`config.mk`:
```
export PLATFORM = sky130hd
export DESIGN_NAME = uart_rx_capture
export DESIGN_NICKNAME = d
export VERILOG_FILES = /design/src/rtl/uart_rx_capture.sv
export SDC_FILE = /design/constraint.sdc
export NUM_CORES = 1
export LEC_CHECK = 0
export CAP_MARGIN = 20
export CORE_ASPECT_RATIO = 1.5
export CORE_MARGIN = 3
export CORE_UTILIZATION = 56
export CTS_BUF_LIST = sky130_fd_sc_hd__clkbuf_4 sky130_fd_sc_hd__clkbuf_8
export DETAILED_ROUTE_END_ITERATION = 16
export HOLD_SLACK_MARGIN = 0.08
export PLACE_DENSITY = 0.77
export SYNTH_ARGS = -nofsm -noshare
export SYNTH_HDL_FRONTEND = slang
export SYNTH_SLANG_ARGS = --single-unit
```
`constraint.sdc`:
```
create_clock -name XCLK -period 4.7 [get_ports XCLK]
set_input_delay 0.94 -clock XCLK [delete_from_list [all_inputs] [get_ports XCLK]]
set_output_delay 0.94 -clock XCLK [all_outputs]
set_load 0.02 [all_outputs]
```
`src/rtl/uart_rx_capture.sv`:
```
// uart_rx_capture
//   Receives 8N1 serial frames (LSB first) from an SoC UART transmitter,
//   buffers the received bytes in a small FIFO and reports framing errors
//   and dropped bytes through sticky flags.
//
// Parameters
//   BAUD_DIV   : XCLK cycles per UART bit (4..65535)
//   FIFO_DEPTH : receive buffer entries (power of two, 2..64)
//
// Ports
//   XCLK      in   system clock, all state changes on its rising edge
//   XRES      in   asynchronous active-high reset
//   UART_RXD  in   serial line, idle high, asynchronous to XCLK
//   RX_DATA   out  [7:0]  byte at the FIFO head
//   RX_VALID  out  FIFO non-empty
//   RX_READY  in   consumer accepts the head byte
//   FRAME_ERR out  sticky framing-error flag
//   OVERRUN   out  sticky byte-dropped-on-full flag
//   CLR_ERR   in   one-cycle clear of FRAME_ERR and OVERRUN
//   RX_COUNT  out  [15:0] number of bytes written into the FIFO (wraps)

module uart_rx_capture #(
  parameter int BAUD_DIV   = 868,
  parameter int FIFO_DEPTH = 8
) (
  input  logic        XCLK,
  input  logic        XRES,
  input  logic        UART_RXD,
  output logic [7:0]  RX_DATA,
  output logic        RX_VALID,
  input  logic        RX_READY,
  output logic        FRAME_ERR,
  output logic        OVERRUN,
  input  logic        CLR_ERR,
  output logic [15:0] RX_COUNT
);

  localparam int          AW       = $clog2(FIFO_DEPTH);
  localparam logic [15:0] BIT_LOAD = 16'(BAUD_DIV);
  localparam logic [15:0] HALF_LOAD = 16'(BAUD_DIV / 2);
  localparam logic [AW:0] DEPTH_C  = (AW + 1)'(FIFO_DEPTH);
  localparam logic [AW-1:0] PTR_ONE = 1;
  localparam logic [AW:0] CNT_ONE  = 1;

  typedef enum logic [2:0] {
    IDLE  = 3'd0,
    START = 3'd1,
    DATA  = 3'd2,
    STOP  = 3'd3,
    BREAK = 3'd4
  } state_t;

  // Synchronizer and edge detector
  logic rx_meta;
  logic rx_sync;
  logic rx_prev;

  // Receiver state
  state_t      state, state_next;
  logic [15:0] timer, timer_next;
  logic [2:0]  bit_idx, bit_idx_next;
  logic [7:0]  shift_reg, shift_next;
  logic        push_req, push_next;
  logic [7:0]  push_data;
  logic        frame_err_set;

  // FIFO
  logic [7:0]  mem [FIFO_DEPTH];
  logic [AW-1:0] wr_ptr;
  logic [AW-1:0] rd_ptr;
  logic [AW:0]   count;
  logic [7:0]    last_data;
  logic          full;
  logic          do_pop;
  logic          do_push;
  logic          overrun_set;

  // The line is asynchronous; everything downstream sees only rx_sync.
  // rx_prev holds the previous synchronized value for falling-edge detection.
  // All three flops reset to the idle (high) level so reset release on an
  // idle line never looks like a start bit.
  always_ff @(posedge XCLK or posedge XRES) begin
    if (XRES) begin
      rx_meta <= 1'b1;
      rx_sync <= 1'b1;
      rx_prev <= 1'b1;
    end else begin
      rx_meta <= UART_RXD;
      rx_sync <= rx_meta;
      rx_prev <= rx_sync;
    end
  end

  // Receiver state register. push_req is a registered pulse so the FIFO
  // write happens in the cycle after the stop-bit sample.
  always_ff @(posedge XCLK or posedge XRES) begin
    if (XRES) begin
      state     <= IDLE;
      timer     <= 16'd0;
      bit_idx   <= 3'd0;
      shift_reg <= 8'd0;
      push_req  <= 1'b0;
      push_data <= 8'd0;
    end else begin
      state     <= state_next;
      timer     <= timer_next;
      bit_idx   <= bit_idx_next;
      shift_reg <= shift_next;
      push_req  <= push_next;
      if (push_next) begin
        push_data <= shift_reg;
      end
    end
  end

  // The bit timer is loaded with N and the line is sampled on the cycle
  // where it reads 1, i.e. N cycles after loading. START uses half a bit so
  // all later samples land near the middle of each bit.
  always_comb begin
    state_next    = state;
    timer_next    = timer;
    bit_idx_next  = bit_idx;
    shift_next    = shift_reg;
    push_next     = 1'b0;
    frame_err_set = 1'b0;

    case (state)
      IDLE: begin
        if (rx_prev && !rx_sync) begin
          state_next = START;
          timer_next = HALF_LOAD;
        end
      end

      START: begin
        if (timer == 16'd1) begin
          if (!rx_sync) begin
            state_next   = DATA;
            timer_next   = BIT_LOAD;
            bit_idx_next = 3'd0;
          end else begin
            state_next = IDLE;
          end
        end else begin
          timer_next = timer - 16'd1;
        end
      end

      DATA: begin
        if (timer == 16'd1) begin
          shift_next = {rx_sync, shift_reg[7:1]};
          timer_next = BIT_LOAD;
          if (bit_idx == 3'd7) begin
            state_next = STOP;
          end else begin
            bit_idx_next = bit_idx + 3'd1;
          end
        end else begin
          timer_next = timer - 16'd1;
        end
      end

      STOP: begin
        if (timer == 16'd1) begin
          if (rx_sync) begin
            push_next  = 1'b1;
            state_next = IDLE;
          end else begin
            frame_err_set = 1'b1;
            state_next    = BREAK;
          end
        end else begin
          timer_next = timer - 16'd1;
        end
      end

      BREAK: begin
        if (rx_sync) begin
          state_next = IDLE;
        end
      end

      default: begin
        state_next = IDLE;
      end
    endcase
  end

  // A pop needs a non-empty FIFO, so an empty-FIFO push with RX_READY high
  // only writes. When full, a same-cycle pop frees the slot being written.
  assign full        = (count == DEPTH_C);
  assign RX_VALID    = (count != '0);
  assign do_pop      = RX_VALID && RX_READY;
  assign do_push     = push_req && (!full || do_pop);
  assign overrun_set = push_req && full && !do_pop;

  // While empty, RX_DATA keeps showing the last byte that was at the head.
  assign RX_DATA = RX_VALID ? mem[rd_ptr] : last_data;

  // FIFO storage, pointers and occupancy.
  always_ff @(posedge XCLK or posedge XRES) begin
    if (XRES) begin
      for (int i = 0; i < FIFO_DEPTH; i++) begin
        mem[i] <= 8'd0;
      end
      wr_ptr    <= '0;
      rd_ptr    <= '0;
      count     <= '0;
      last_data <= 8'd0;
    end else begin
      if (RX_VALID) begin
        last_data <= mem[rd_ptr];
      end
      if (do_push) begin
        mem[wr_ptr] <= push_data;
        wr_ptr      <= wr_ptr + PTR_ONE;
      end
      if (do_pop) begin
        rd_ptr <= rd_ptr + PTR_ONE;
      end
      case ({do_push, do_pop})
        2'b10:   count <= count + CNT_ONE;
        2'b01:   count <= count - CNT_ONE;
        default: count <= count;
      endcase
    end
  end

  // Sticky flags: a new error event in the same cycle as CLR_ERR wins.
  always_ff @(posedge XCLK or posedge XRES) begin
    if (XRES) begin
      FRAME_ERR <= 1'b0;
      OVERRUN   <= 1'b0;
    end else begin
      if (frame_err_set) begin
        FRAME_ERR <= 1'b1;
      end else if (CLR_ERR) begin
        FRAME_ERR <= 1'b0;
      end
      if (overrun_set) begin
        OVERRUN <= 1'b1;
      end else if (CLR_ERR) begin
        OVERRUN <= 1'b0;
      end
    end
  end

  // Accepted-byte counter, wraps naturally at 16 bits.
  always_ff @(posedge XCLK or posedge XRES) begin
    if (XRES) begin
      RX_COUNT <= 16'd0;
    end else if (do_push) begin
      RX_COUNT <= RX_COUNT + 16'd1;
    end
  end

endmodule

```
# Word-level counts from Yosys, hierarchy flattened
# Cells that the tools add are included.
# W data, S select, Z words.
[classes]
bitwise_logic = 2
magnitude_cmp = 3
addsub = 7
reduce_logical = 21
eq_ne = 19
mux = 37
[op_table]
columns = ["cell", "count"]
rows = [
  ["$mux W16", 5],
  ["$bwmux W64", 1],
  ["$pmux W16 S4", 1],
  ["$mux W3", 11],
  ["$mux W8", 4],
  ["$bmux W8 S3", 1],
  ["$demux W8 S3", 1],
  ["$ne A2 B2 Y1 const B", 9],
  ["$add A16 B1 Y16 const B", 1],
  ["$eq A16 B1 Y1 const B", 1],
  ["$sub A16 B1 Y16 const B", 1],
  ["$pmux W3 S5", 1],
  ["$add A3 B1 Y3 const B", 3],
  ["$mux W1", 9],
  ["$ge A4 B4 Y1 const B", 2],
  ["$not A3 Y4", 2],
  ["$pmux W4 S2", 1],
  ["$reduce_bool A2 Y1", 4],
  ["$reduce_bool A4 Y1", 2],
  ["$eq A3 B2 Y1 const B", 2],
  ["$eq A3 B3 Y1 const B", 2],
  ["$logic_and A1 B1 Y1", 6],
  ["$pmux W3 S2", 1],
  ["$reduce_and A6 Y1", 1],
  ["15 further kinds", 17],
]
[totals]
reg_bits = 142
wordCells = 113
inputBits = 5
output_inout_bits = 27

# Longest topological paths before layout
[depth]
ltp_word = 6
ltp_mapped = 12
depth_no_buf = 11

# Least setup slack after synthesis
# OpenSTA, ideal clock, no wires.
[synth_timing]
path_kind = "reg2out"
from = "register rd_ptr[1]"
to = "output RX_DATA[4]"
setup_slack_ns = 1.924
required_ns = 3.760
path_buffers = 2
arrival_time_ns = 1.836
stages_incl_launch_ff = 6
path_cell_list = "dfrtp_1 -> clkbuf_1 -> clkbuf_1 -> mux4_2 -> mux2i_1 -> o21ai_0"
[synth_via]
elab_chain_cells = 5
[synth_rtl]
columns = ["item", "line", "rtl"]
rows = [
  ["start, declared", "70", "logic [AW-1:0] rd_ptr;"],
  ["start signal, assigned", "219", "rd_ptr <= rd_ptr + PTR_ONE;"],
  ["$not A3 Y4 (implied by the code)", "198", "assign RX_DATA = RX_VALID ? mem[rd_ptr] : last_data;"],
  ["$bmux W8 S3", "198", ""],
  ["$mux W8 (implied by the code) (2 in series)", "198", ""],
  ["$mux W8", "n/a", ""],
  ["end, declared", "29", "output logic [7:0] RX_DATA,"],
]
# Every way passes these cells. The select of a mux whose other input is x is not followed.

# Final worst setup path
[layout_timing]
from = "register count[0]"
to = "output RX_DATA[4]"
[layout_via]
elab_chain_cells = 2
[layout_rtl]
columns = ["item", "line", "rtl"]
rows = [
  ["start, declared", "71", "logic [AW:0] count;"],
  ["start signal, assigned", "222", "2'b10: count <= count + CNT_ONE;"],
  ["start signal, assigned", "223", "2'b01: count <= count - CNT_ONE;"],
  ["start signal, assigned", "224", "default: count <= count;"],
  ["$reduce_bool A4 Y1", "192", "assign RX_VALID = (count != '0);"],
  ["$mux W8", "n/a", ""],
]
# Every way passes these cells.

==> run metrics <==
outcome=completed; starting density of the core=between 50% and 60%; Post-Layout Cell Count=between 600 and 700; clock buffer depth=2; top flop regs=mem: 64 flops, RX_COUNT: 16 flops, timer: 16 flops; min Tclk post-route=between 3 and 4 ns; ys async rst share=100.0%; Slew Limit Fails=0; vias in the first global route=4293; Hold Slack=between 0.3 and 0.4 ns; buffer count from post-CTS setup fixing=0; Buffers on Ports=31; CP max FO=9; Final ANT Viol Nets=0; power density over the cells=around 400 nW/µm²; DR WL/cell=~18 µm; Antenna diodes=0; unrepaired setup endpoints after global routing=false; initial antenna violation count=0; Cells after DPL=~660; Reg2Reg Setup Slack=1.40 ns; Die ar.=around 13000 µm²; die width=around 94 µm; Max-Cap Viols=0; HP Start=rx_meta; routability congestion estimate from global placement=0.8340; worst slack, placed=1.129 ns; Slew headroom=roughly a third; total CTS buffers=17; I/O Pins=32; Setup Total Neg Slack=0 ns; FP Rows=47; CP startpoint kind=flip-flop; most frequent cells in the layout=dfrtp_1 (139), mux2_2 (82), nand2_1 (33); Synth Cell Area=around 6500 µm²; Hold WC Path Type=flip-flop to flip-flop; Critical R2R Launch=count[0]; YS warnings=0; commonest non-fill, non-tap cell in the layout=dfrtp_1; Biggest register=mem; GRT Resource Usage Total=between 20% and 30%; Post-CTS Hold Buffers=0; largest net degree at the start of global routing=83; post-CTS sizing=0; Arr. time, crit path=between 2 and 3 ns; Final Core Density=between 60 and 70%; VDD IR-drop max=~0.00022 V; TritonRoute pass-1 iters=4; Clk pin slew, worst setup/hold paths=0.08 ns; CP startpoint=count[0]; WHS Path Cells=0; Unique masters post-synth=55; area of the multi-input gates=approximately 2800 µm²; worst slew pin tran=around 1 ns; Fmax=between 200 and 300 MHz; drt initial violations=179; vias=slightly above 4000; leakage=approximately 3.4 nW; CTS tree=done; Req. time, crit path=between 3 and 4 ns; NumNets Final=~550; H-tree Lvls=4; Worst Skew=0.009900 ns; DR vias/cell=around 5.9; Core ar.=11170 µm²; FF+latch count, synth=142; final wirelength=roughly 12 mm; Syn-to-layout area delta=13.15%; EDFF count, synth=0; Sequential cell area=around 3600 µm²; Final Setup Violations=0; Num Clock Sinks=~140; worst r2r path cells=12; Post-DP HPWL=8.519 mm; first-pass GRT wire length=approximately 21 mm; Worst Setup End Kind=primary output; sequential area share after synthesis=between 50% and 60%; gr ovfl total=0; Post-Syn Area per Cell=13.05 µm²; post-route setup slack=0.8149 ns; DRC Markers=0; Fillers=812; Die Height=138.1 µm; Largest register FFs=64; Final Cycle Share=82.66%; layout cells sized above 1=between 20% and 30%; clock root cell=clkbuf_8; Skew-Pair Late Insertion Delay=0.44 ns; critical path class=flip-flop to primary output; Synth Instances=~500; final hold violations=0; Synth Flop Type=dfrtp_1; synthesized net count=~510
[final timing paths]
| check | endpoint |
|---|---|
| min in group asynchronous | timer[3] |
| worst max register to register | count[2] |
| worst max-delay path | RX_DATA[4] |
| worst min register to register | rx_sync |
| max in group asynchronous | mem[40] |
| worst min-delay path | rx_sync |
[layer usage]
metal | global-route usage (%) | up-vias | share of wire (%)
met5 | 0 | - | 0
met4 | 6.773 | 0 | 1.8
met3 | 4.402 | 19 | 3.5
met2 | 35.01 | 80 | 54
met1 | 26.52 | 2121 | 41
li1 | - | 1885 | -
[worst max-delay path, cell delays in order (launching register included)]
cell and delay [ns]:
dfrtp_1 0.44, or3_1 0.43, nor2_1 0.52, buf_4 0.29
nand2_1 0.06, o21ai_0 0.11, clkdlybuf4s50_1 0.66
[power by group]
group	internal (mW)	switching, mW
registers	1.32	0.218
logic	0.264	0.261
clock network	0.501	0.457
[cell usage after synthesis, drive strengths merged, types with 2 or more instances]
master	number	area share [%]
o21ai	22	1.7
nor2	16	0.92
a22o	2	0.27
buf	8	0.67
mux2	82	14
nand3b	2	0.23
xnor2	15	2.0
xor2	10	1.3
dfstp	3	1.2
inv	15	0.86
and3	8	0.77
nor3	15	1.6
nand4b	3	0.40
o2bb2ai	2	0.27
o21a	4	0.46
a21o	5	0.58
nand2b	4	0.38
nand2	34	2.0
nand3	11	0.85
dfrtp	139	53
mux4	16	5.5
o22a	3	0.40
ha	10	1.9
mux2i	9	1.4
o31a	2	0.27
clkbuf	11	0.63
nor4b	3	0.86
a21oi	17	1.3
nor4	5	0.81
nand4	3	0.38
nor3b	3	0.35
a31oi	3	0.29
and2	2	0.19
o32ai	2	0.27
[logic make-up after synthesis]
family	share of synthesized area [%]
AO/OA/AOI/OAI	6.747
adder cells (fa/ha/maj)	1.922
AND/OR/NAND/NOR	10.05
flip-flops	54.64
XOR/XNOR	3.363
multiplexers	21.10
buffers and inverters	2.172
[area by class of cell]
type	instances	share of cell area, %
well taps	147	2.497
repair buffers	35	4.790
flip-flops and latches	142	48.29
clock buffers	20	3.567
inverters	15	0.8154
multi-input cells	323	38.17
clock inverters	12	1.869
[per-stage QoR]
stage | power (mW) | area [µm²]
finish | 3.025 | 7366
global route | 3.194 | 7366
CTS | 3.055 | 7366
detailed placement | 2.087 | 6965
global placement | 2.056 | 6965
floorplan | 1.939 | 6514
Note: power is estimated with default switching activity, not from simulation.
